==> src/rtl/y86_pkg.sv <==
// Shared definitions for the Y86-64 SEQ controller: instruction codes,
// condition function codes, FSM states, status codes and CC bit positions.
package y86_pkg;

  localparam logic [3:0] I_HALT   = 4'h0;
  localparam logic [3:0] I_NOP    = 4'h1;
  localparam logic [3:0] I_RRMOVQ = 4'h2;
  localparam logic [3:0] I_IRMOVQ = 4'h3;
  localparam logic [3:0] I_RMMOVQ = 4'h4;
  localparam logic [3:0] I_MRMOVQ = 4'h5;
  localparam logic [3:0] I_OPQ    = 4'h6;
  localparam logic [3:0] I_JXX    = 4'h7;
  localparam logic [3:0] I_CALL   = 4'h8;
  localparam logic [3:0] I_RET    = 4'h9;
  localparam logic [3:0] I_PUSHQ  = 4'hA;
  localparam logic [3:0] I_POPQ   = 4'hB;

  localparam logic [3:0] C_YES = 4'h0;
  localparam logic [3:0] C_LE  = 4'h1;
  localparam logic [3:0] C_L   = 4'h2;
  localparam logic [3:0] C_E   = 4'h3;
  localparam logic [3:0] C_NE  = 4'h4;
  localparam logic [3:0] C_GE  = 4'h5;
  localparam logic [3:0] C_G   = 4'h6;

  localparam int CC_ZF = 2;
  localparam int CC_SF = 1;
  localparam int CC_OF = 0;

  typedef enum logic [2:0] {
    S_IDLE      = 3'd0,
    S_FETCH     = 3'd1,
    S_DECODE    = 3'd2,
    S_EXECUTE   = 3'd3,
    S_MEMORY    = 3'd4,
    S_WRITEBACK = 3'd5,
    S_PCUPD     = 3'd6,
    S_HALT      = 3'd7
  } state_t;

  typedef enum logic [1:0] {
    STAT_AOK = 2'd0,
    STAT_HLT = 2'd1,
    STAT_ADR = 2'd2,
    STAT_INS = 2'd3
  } stat_t;

  // Instructions that touch data memory and therefore pass through MEMORY.
  function automatic logic isMemOp(input logic [3:0] icode);
    return (icode == I_RMMOVQ) || (icode == I_MRMOVQ) || (icode == I_CALL) ||
           (icode == I_RET) || (icode == I_PUSHQ) || (icode == I_POPQ);
  endfunction

endpackage

==> src/rtl/cond_eval.sv <==
// Combinational jXX/cmovXX condition evaluation from ifun and {zf,sf,of}.
module cond_eval
  import y86_pkg::*;
(
  input  logic [3:0] i_ifun,
  input  logic [2:0] i_cc,
  output logic       o_cnd
);

  logic w_zf;
  logic w_sf;
  logic w_of;
  logic w_lt;

  assign w_zf = i_cc[CC_ZF];
  assign w_sf = i_cc[CC_SF];
  assign w_of = i_cc[CC_OF];
  assign w_lt = w_sf ^ w_of;

  // Map each condition function onto the signed-compare flag expression.
  always_comb begin
    o_cnd = 1'b0;
    case (i_ifun)
      C_YES:   o_cnd = 1'b1;
      C_LE:    o_cnd = w_lt | w_zf;
      C_L:     o_cnd = w_lt;
      C_E:     o_cnd = w_zf;
      C_NE:    o_cnd = ~w_zf;
      C_GE:    o_cnd = ~w_lt;
      C_G:     o_cnd = ~w_lt & ~w_zf;
      default: o_cnd = 1'b0;
    endcase
  end

endmodule

==> src/rtl/y86_seq_controller.sv <==
// Multi-cycle SEQ sequencer: walks each instruction through its stages,
// owns the condition codes and branch condition, and counts retirements.
module y86_seq_controller
  import y86_pkg::*;
#(
  parameter int MEM_TIMEOUT = 16
) (
  input  logic        i_clk,
  input  logic        i_rst,
  input  logic        i_start,
  input  logic [3:0]  i_icode,
  input  logic [3:0]  i_ifun,
  input  logic        i_instr_valid,
  input  logic        i_imem_error,
  input  logic        i_alu_zf,
  input  logic        i_alu_sf,
  input  logic        i_alu_of,
  input  logic        i_dmem_ack,
  input  logic        i_dmem_error,
  output logic [2:0]  o_state,
  output logic        o_fetch_en,
  output logic        o_decode_en,
  output logic        o_exec_en,
  output logic        o_mem_req,
  output logic        o_wb_en,
  output logic        o_pc_en,
  output logic [2:0]  o_cc,
  output logic        o_cnd,
  output logic [1:0]  o_stat,
  output logic [31:0] o_instr_cnt
);

  localparam int WCW = $clog2(MEM_TIMEOUT + 1);

  state_t      r_state;
  stat_t       r_stat;
  logic [2:0]  r_cc;
  logic        r_cnd;
  logic [31:0] r_instrCnt;
  logic [WCW-1:0] r_waitCnt;
  logic        r_fetchEn;
  logic        r_decodeEn;
  logic        r_execEn;
  logic        r_memReq;
  logic        r_wbEn;
  logic        r_pcEn;

  state_t      w_nextState;
  stat_t       w_nextStat;
  logic        w_cntInc;
  logic        w_condRaw;
  logic        w_timedOut;

  cond_eval u_condEval (
    .i_ifun (i_ifun),
    .i_cc   (r_cc),
    .o_cnd  (w_condRaw)
  );

  // The wait counter holds the MEMORY cycles already spent without an ack.
  assign w_timedOut = (int'(r_waitCnt) == (MEM_TIMEOUT - 1));

  // Next-state, next-status and retirement decision for the current state.
  always_comb begin
    w_nextState = r_state;
    w_nextStat  = r_stat;
    w_cntInc    = 1'b0;
    case (r_state)
      S_IDLE: begin
        if (i_start) w_nextState = S_FETCH;
      end
      S_FETCH: begin
        if (i_imem_error) begin
          w_nextState = S_HALT;
          w_nextStat  = STAT_ADR;
        end else if (!i_instr_valid) begin
          w_nextState = S_HALT;
          w_nextStat  = STAT_INS;
        end else if (i_icode == I_HALT) begin
          w_nextState = S_HALT;
          w_nextStat  = STAT_HLT;
          w_cntInc    = 1'b1;
        end else begin
          w_nextState = S_DECODE;
        end
      end
      S_DECODE:  w_nextState = S_EXECUTE;
      S_EXECUTE: w_nextState = isMemOp(i_icode) ? S_MEMORY : S_WRITEBACK;
      S_MEMORY: begin
        if (i_dmem_ack) begin
          if (i_dmem_error) begin
            w_nextState = S_HALT;
            w_nextStat  = STAT_ADR;
          end else begin
            w_nextState = S_WRITEBACK;
          end
        end else if (w_timedOut) begin
          w_nextState = S_HALT;
          w_nextStat  = STAT_ADR;
        end
      end
      S_WRITEBACK: w_nextState = S_PCUPD;
      S_PCUPD: begin
        w_nextState = S_FETCH;
        w_cntInc    = 1'b1;
      end
      S_HALT: begin
        if (i_start) begin
          w_nextState = S_FETCH;
          w_nextStat  = STAT_AOK;
        end
      end
      default: w_nextState = S_IDLE;
    endcase
  end

  // Register state, status, flags, counters and the Moore stage strobes.
  always_ff @(posedge i_clk or posedge i_rst) begin
    if (i_rst) begin
      r_state    <= S_IDLE;
      r_stat     <= STAT_AOK;
      r_cc       <= 3'b100;
      r_cnd      <= 1'b0;
      r_instrCnt <= '0;
      r_waitCnt  <= '0;
      r_fetchEn  <= 1'b0;
      r_decodeEn <= 1'b0;
      r_execEn   <= 1'b0;
      r_memReq   <= 1'b0;
      r_wbEn     <= 1'b0;
      r_pcEn     <= 1'b0;
    end else begin
      r_state    <= w_nextState;
      r_stat     <= w_nextStat;
      r_fetchEn  <= (w_nextState == S_FETCH);
      r_decodeEn <= (w_nextState == S_DECODE);
      r_execEn   <= (w_nextState == S_EXECUTE);
      r_memReq   <= (w_nextState == S_MEMORY);
      r_wbEn     <= (w_nextState == S_WRITEBACK);
      r_pcEn     <= (w_nextState == S_PCUPD);
      if (w_cntInc) r_instrCnt <= r_instrCnt + 32'd1;
      r_waitCnt <= ((r_state == S_MEMORY) && (w_nextState == S_MEMORY)) ?
                   r_waitCnt + 1'b1 : '0;
      if (r_state == S_EXECUTE) begin
        if (i_icode == I_OPQ) r_cc <= {i_alu_zf, i_alu_sf, i_alu_of};
        r_cnd <= ((i_icode == I_RRMOVQ) || (i_icode == I_JXX)) ? w_condRaw : 1'b0;
      end
    end
  end

  assign o_state     = r_state;
  assign o_stat      = r_stat;
  assign o_cc        = r_cc;
  assign o_cnd       = r_cnd;
  assign o_instr_cnt = r_instrCnt;
  assign o_fetch_en  = r_fetchEn;
  assign o_decode_en = r_decodeEn;
  assign o_exec_en   = r_execEn;
  assign o_mem_req   = r_memReq;
  assign o_wb_en     = r_wbEn;
  assign o_pc_en     = r_pcEn;

endmodule
==> config.mk <==
export PLATFORM = sky130hd
export DESIGN_NAME = y86_seq_controller
export DESIGN_NICKNAME = d
export VERILOG_FILES = /design/src/rtl/y86_pkg.sv /design/src/rtl/cond_eval.sv /design/src/rtl/y86_seq_controller.sv
export SDC_FILE = /design/constraint.sdc
export NUM_CORES = 1
export LEC_CHECK = 0
export BUFFER_PORTS_ARGS = -buffer_cell sky130_fd_sc_hd__buf_2
export CAP_MARGIN = 25
export CORE_MARGIN = 10
export CORE_UTILIZATION = 50
export DETAILED_ROUTE_END_ITERATION = 12
export GPL_TIMING_DRIVEN = 0
export PLACE_DENSITY = 0.76
export SKIP_CTS_REPAIR_TIMING = 1
export SLEW_MARGIN = 10
export SYNTH_ARGS = -nofsm -noshare
export SYNTH_HDL_FRONTEND = slang
export SYNTH_SLANG_ARGS = --single-unit
==> constraint.sdc <==
create_clock -name i_clk -period 2.9 [get_ports i_clk]
set_input_delay 0.58 -clock i_clk [delete_from_list [all_inputs] [get_ports i_clk]]
set_output_delay 0.58 -clock i_clk [all_outputs]
set_load 0.01 [all_outputs]
**Word-level counts from Yosys, hierarchy flattened**

Cells that the tools add are included.
W data, S select, Z words.

- Register bits after elaboration: 52
- Output and inout port bits: 47
- Logic and storage cells: 90

- $add $sub $neg: 2
- Equal/unequal tests: 33
- Mux-type cells: 24
- Bitwise operators: 5
- Reductions and logical operators: 14

Operators by type and width:

| cell | count |
|---|---|
| $add A32 B1 Y32 const B | 1 |
| $eq A4 B3 Y1 const B | 7 |
| $eq A3 B3 Y1 const B | 7 |
| $pmux W3 S7 | 1 |
| $mux W3 | 6 |
| $eq A4 B4 Y1 const B | 4 |
| $mux W2 | 8 |
| $eq A3 B2 Y1 const B | 4 |
| $eq A4 B2 Y1 const B | 3 |
| $logic_not A4 Y1 | 2 |
| $pmux W1 S7 | 1 |
| $eq A3 B1 Y1 const B | 2 |
| $logic_or A1 B1 Y1 | 6 |
| $ne A3 B3 Y1 const B | 2 |
| $pmux W2 S3 | 1 |
| $add A5 B1 Y5 const B | 1 |
| $eq A5 B5 Y1 const B | 1 |
| $mux W1 | 5 |
| $mux W5 | 1 |
| $reduce_and A5 Y1 | 1 |
| $eq A4 B1 Y1 const B | 1 |
| $ne A4 B4 Y1 const B | 1 |
| $logic_not A3 Y1 | 1 |
| $reduce_bool A3 Y1 | 1 |
| 9 further kinds | 10 |

**Depth between registers and ports, before layout**

- Depth after elaboration: 11
- Depth in mapped cells: 8
- Gate-level depth less buffers: 8

**Cells and area by module**

From an unflattened synthesis, not the netlist that was laid out.

- Cell total of the unflattened synthesis: 235
- Area total of the unflattened synthesis: 2,483.6 sq um

Modules (own cells, without submodules):

| module | instances | cells each | area an instance (sq um) | seq. area each (sq um) |
|---|---|---|---|---|
| y86_seq_controller | 1 | 225 | 2,402.3 | 1,302.5 |
| cond_eval | 1 | 10 | 81.3 | 0.0 |

**Least setup slack after synthesis**

No wires, ideal clock.

- Kind: in2reg
- From: input port i_icode[0]
- To: register r_instrCnt[31] (netlist: o_instr_cnt[31])
- Data arrival time: 1.840 ns
- Setup slack: 0.935 ns
- Stages: 5
- Cells stage by stage: nor4_4 > a31oi_4 > nor4b_4 > nand4_1 > xnor2_1

- Word-level cells in the longest chain between the ends: 5

Ends and longest elaborated chain:

| element | RTL line | RTL |
|---|---|---|
| start: declaration | y86_seq_controller.sv:11 | `input logic [3:0] i_icode,` |
| $logic_not A4 Y1 | y86_seq_controller.sv:79 | `end else if (i_icode == I_HALT) begin` |
| $mux W1 | y86_seq_controller.sv:79 |  |
| $mux W1 | y86_seq_controller.sv:76 | `end else if (!i_instr_valid) begin` |
| $mux W1 | y86_seq_controller.sv:73 | `if (i_imem_error) begin` |
| $pmux W1 S2 | y86_seq_controller.sv:68 | `case (r_state)` |
| end signal: assignment | y86_seq_controller.sv:141 | `if (w_cntInc) r_instrCnt <= r_instrCnt + 32'd1;` |
| end: declaration | y86_seq_controller.sv:39 | `logic [31:0] r_instrCnt;` |

Every way passes these cells.
A chain may end at the register's enable or synchronous reset.

**Worst setup path after layout**

- From: register r_state[2] (netlist: o_state[2])
- To: register r_instrCnt[26] (netlist: o_instr_cnt[26])

- Word-level cells in the longest chain between the ends: 2
- Elaborated cells between the ends (all ways): 3
- Those cells by class: eq/ne (2); mux (1)

Ends and longest elaborated chain:

| element | RTL line | RTL |
|---|---|---|
| start: declaration | y86_seq_controller.sv:35 | `state_t r_state;` |
| start signal: assignment | y86_seq_controller.sv:133 | `r_state <= w_nextState;` |
| $eq A3 B3 Y1 / $eq A3 B1 Y1 (equally long branches) | y86_seq_controller.sv:68 |  |
| $pmux W1 S2 (*) | y86_seq_controller.sv:68 |  |

Every way passes the cells marked *; elsewhere a longest branch is shown, timed or not.

==> metrics.yaml <==
synth_seq_cells: 52
drt-total-wl_mm: 5.33
synth_area_sq_um: 2480
cp_data_required_time_ns: 3.09
io_buffers: 64
slowest_delay_ns: 0.67
ys_seq_area_frac: 0.525
clk_pin_slew_ns: 0.09
synth_edf_count: 0
n_fill_cell: 427
finalWeightedCongestion: 0.821
path_max_fanout: 9
ys_top_cells_by_area: "dfrtp_1, xnor2_1, xor2_1"
grt_overflow: 0
grtUsageMet2: 0.223
hp-class: "input port to async pin"
cp_slowest_cell: "nor4_1"
use_met3: 0.0673
switchingPower_mw: 0.690
synthFlopType: "dfrtp_1"
clkPwrFrac: 0.214
routedWlPerCell_um: 14.2
powerDensity_nw_per_um2: 662
hold_viol: 0
vdd_ir_drop_max_mv: 0.397
cts_tree: "yes"
final.setup.tns_ns: 0
p_leak_nw: 1.53
dp.final_hpwl_mm: 4.20
swShare: 0.348
period_needed_ns: 2.15
clk-insertion-delay-late_ns: 0.30
cts_buffers: 5
grt_busiest_layer: "met2"
max_slew_margin: 0.532
cts_max_level: 2
clock-sinks: 52
grt_pass1_vias: 1956
synth.distinct_cells: 40
core-area_sq_um: 4750
synth_top_area_frac: 0.514
period_share: 0.741
final-max-slew-violation-count: 0
io_pins: 65
die_h_um: 90.4
vias: 1935
use_met1: 0.146
clk_path_buf_depth: 2
setup_viol: 0
diodes: 0
viasPerCell: 5.16
arrival_ns: 2.34
p_seq_frac: 0.476
ff2ff_path_depth: 5
cts-root-buf: "clkbuf_8"
critPathLaunchType: "register"
syn_nets: 256
firstDrtPassIters: 4
synthArstFlopShare: 1.00
placed_area_sq_um: 2910
grt_pass1_wl_mm: 9.16
track_usage: 0.135
crit_path_end_kind: "register"
status: "finished, final reports clean"
drtIter0Drc: 86
worst_slew_pin_slew_ns: 0.695
final_nets: 328
comb_power_share: 0.310
die-area_sq_um: 8180
synth.most_common_cell: "dfrtp_1"
grt_max_degree: 30
rsz0062_at_grt: "false"
crit_path_cell_trace: "nor3b_2, a31oi_4, nor4_1, nand4_1, xnor2_1"
die_w_um: 90.4
skew_ns: 0.00502
cap_violations: 0
p_int_mw: 1.29
drive_above_1_share: 0.273
rows: 25
synth_top_area_cell: "dfrtp_1"
fin_ws_ns: 0.752
syn_inst: 235
pre_cts_ws_ns: 0.417
fmax_mhz: 465
antenna_found_initial: 0
crit_type: "register to register"
area_growth_pct: 20.7
yosysWarnings: 0
final_antenna_net_count: 0
ys_top_cells_by_count: "dfrtp_1, nand2_1, xnor2_1"
fin_area_sq_um: 3000
initial_core_util: 0.522
drc: 0
synth.avg_cell_area_sq_um: 10.6
-- per-stage QoR --
step	util	total power [mW]	std cells	hold WS [ns]
6_report	0.630	1.98	375	0.294
3_3_place_gp	0.607	1.56	366	0.453
3_5_place_dp	0.611	1.58	367	0.463
4_1_cts	0.630	2.01	375	0.301
5_1_grt	0.630	2.13	375	0.310
2_1_floorplan	-	1.35	235	0.433
-- registers in the layout, indices dropped and copies added, names as in the netlist --
name and flops:
o_cc 3, o_cnd 1, o_decode_en 1, o_exec_en 1, o_fetch_en 1, o_instr_cnt 32, o_mem_req 1, o_pc_en 1
o_stat 2, o_state 3, o_wb_en 1, r_waitCnt 5
-- area by class of cell --
cell class | instances | area (sq um) | share of cell area
flip-flops and latches | 52 | 1300 | 0.435
clock buffers | 8 | 90.1 | 0.0301
inverters | 10 | 37.5 | 0.0125
well taps | 67 | 83.8 | 0.0280
repair buffers | 65 | 340 | 0.114
multi-input cells | 168 | 1120 | 0.374
plain buffers | 5 | 21.3 | 0.00710
-- kinds of logic after synthesis --
kind of cell / after synthesis / synth area share
adder cells (fa/ha/maj): 3 / 0.0151
AO/OA/AOI/OAI: 21 / 0.0590
AND/OR/NAND/NOR: 102 / 0.224
multiplexers: 6 / 0.0262
buffers and inverters: 15 / 0.0237
XOR/XNOR: 36 / 0.127
flip-flops: 52 / 0.525
-- worst max-delay path, delay by kind of cell, from the launching register on --
family                    cells  cell delay (ns)
and+or+nand+nor               3             1.21
AOI/OAI and AO/OA             1             0.20
DFF                           1             0.46
xor gates and xnor gates      1             0.16
-- final timing paths --
path / startpoint / to / slack, ns
setup / recovery: o_state[2] / o_instr_cnt[26] / 0.75
hold / removal: i_rst / o_instr_cnt[26] / 0.29
setup reg to reg: o_state[2] / o_instr_cnt[26] / 0.75
hold reg to reg: o_instr_cnt[31] / o_instr_cnt[31] / 0.47
max in group asynchronous: i_rst / o_cc[2] / 2.02
min in group i_clk: o_instr_cnt[31] / o_instr_cnt[31] / 0.47
-- power groups by stage --
| stage | clock network, mW | registers (mW) | logic (mW) |
|---|---|---|---|
| global placement | 0 | 0.953 | 0.612 |
| finish | 0.423 | 0.944 | 0.615 |
| floorplan | 0 | 0.997 | 0.358 |
| global route | 0.476 | 0.966 | 0.689 |
| CTS | 0.437 | 0.944 | 0.629 |
| detailed placement | 0 | 0.958 | 0.627 |
-- layout by cell type, fill, tap and decap left out, types with 9 or more instances in the layout --
cell type / count
buf_2: 66
dfrtp_1: 51
nand2_1: 25
xnor2_1: 25
nor2_1: 18
nand3_1: 14
nor3_1: 12
xor2_1: 11
nand4_1: 9
inv_1: 9
-- per-layer routing --
layer	wire (um)	vias to the layer above
met3	500	5
li1	-	953
met1	2220	925
met2	2540	52
met4	70	0
met5	0	-
(Power assumes the default switching activity.)
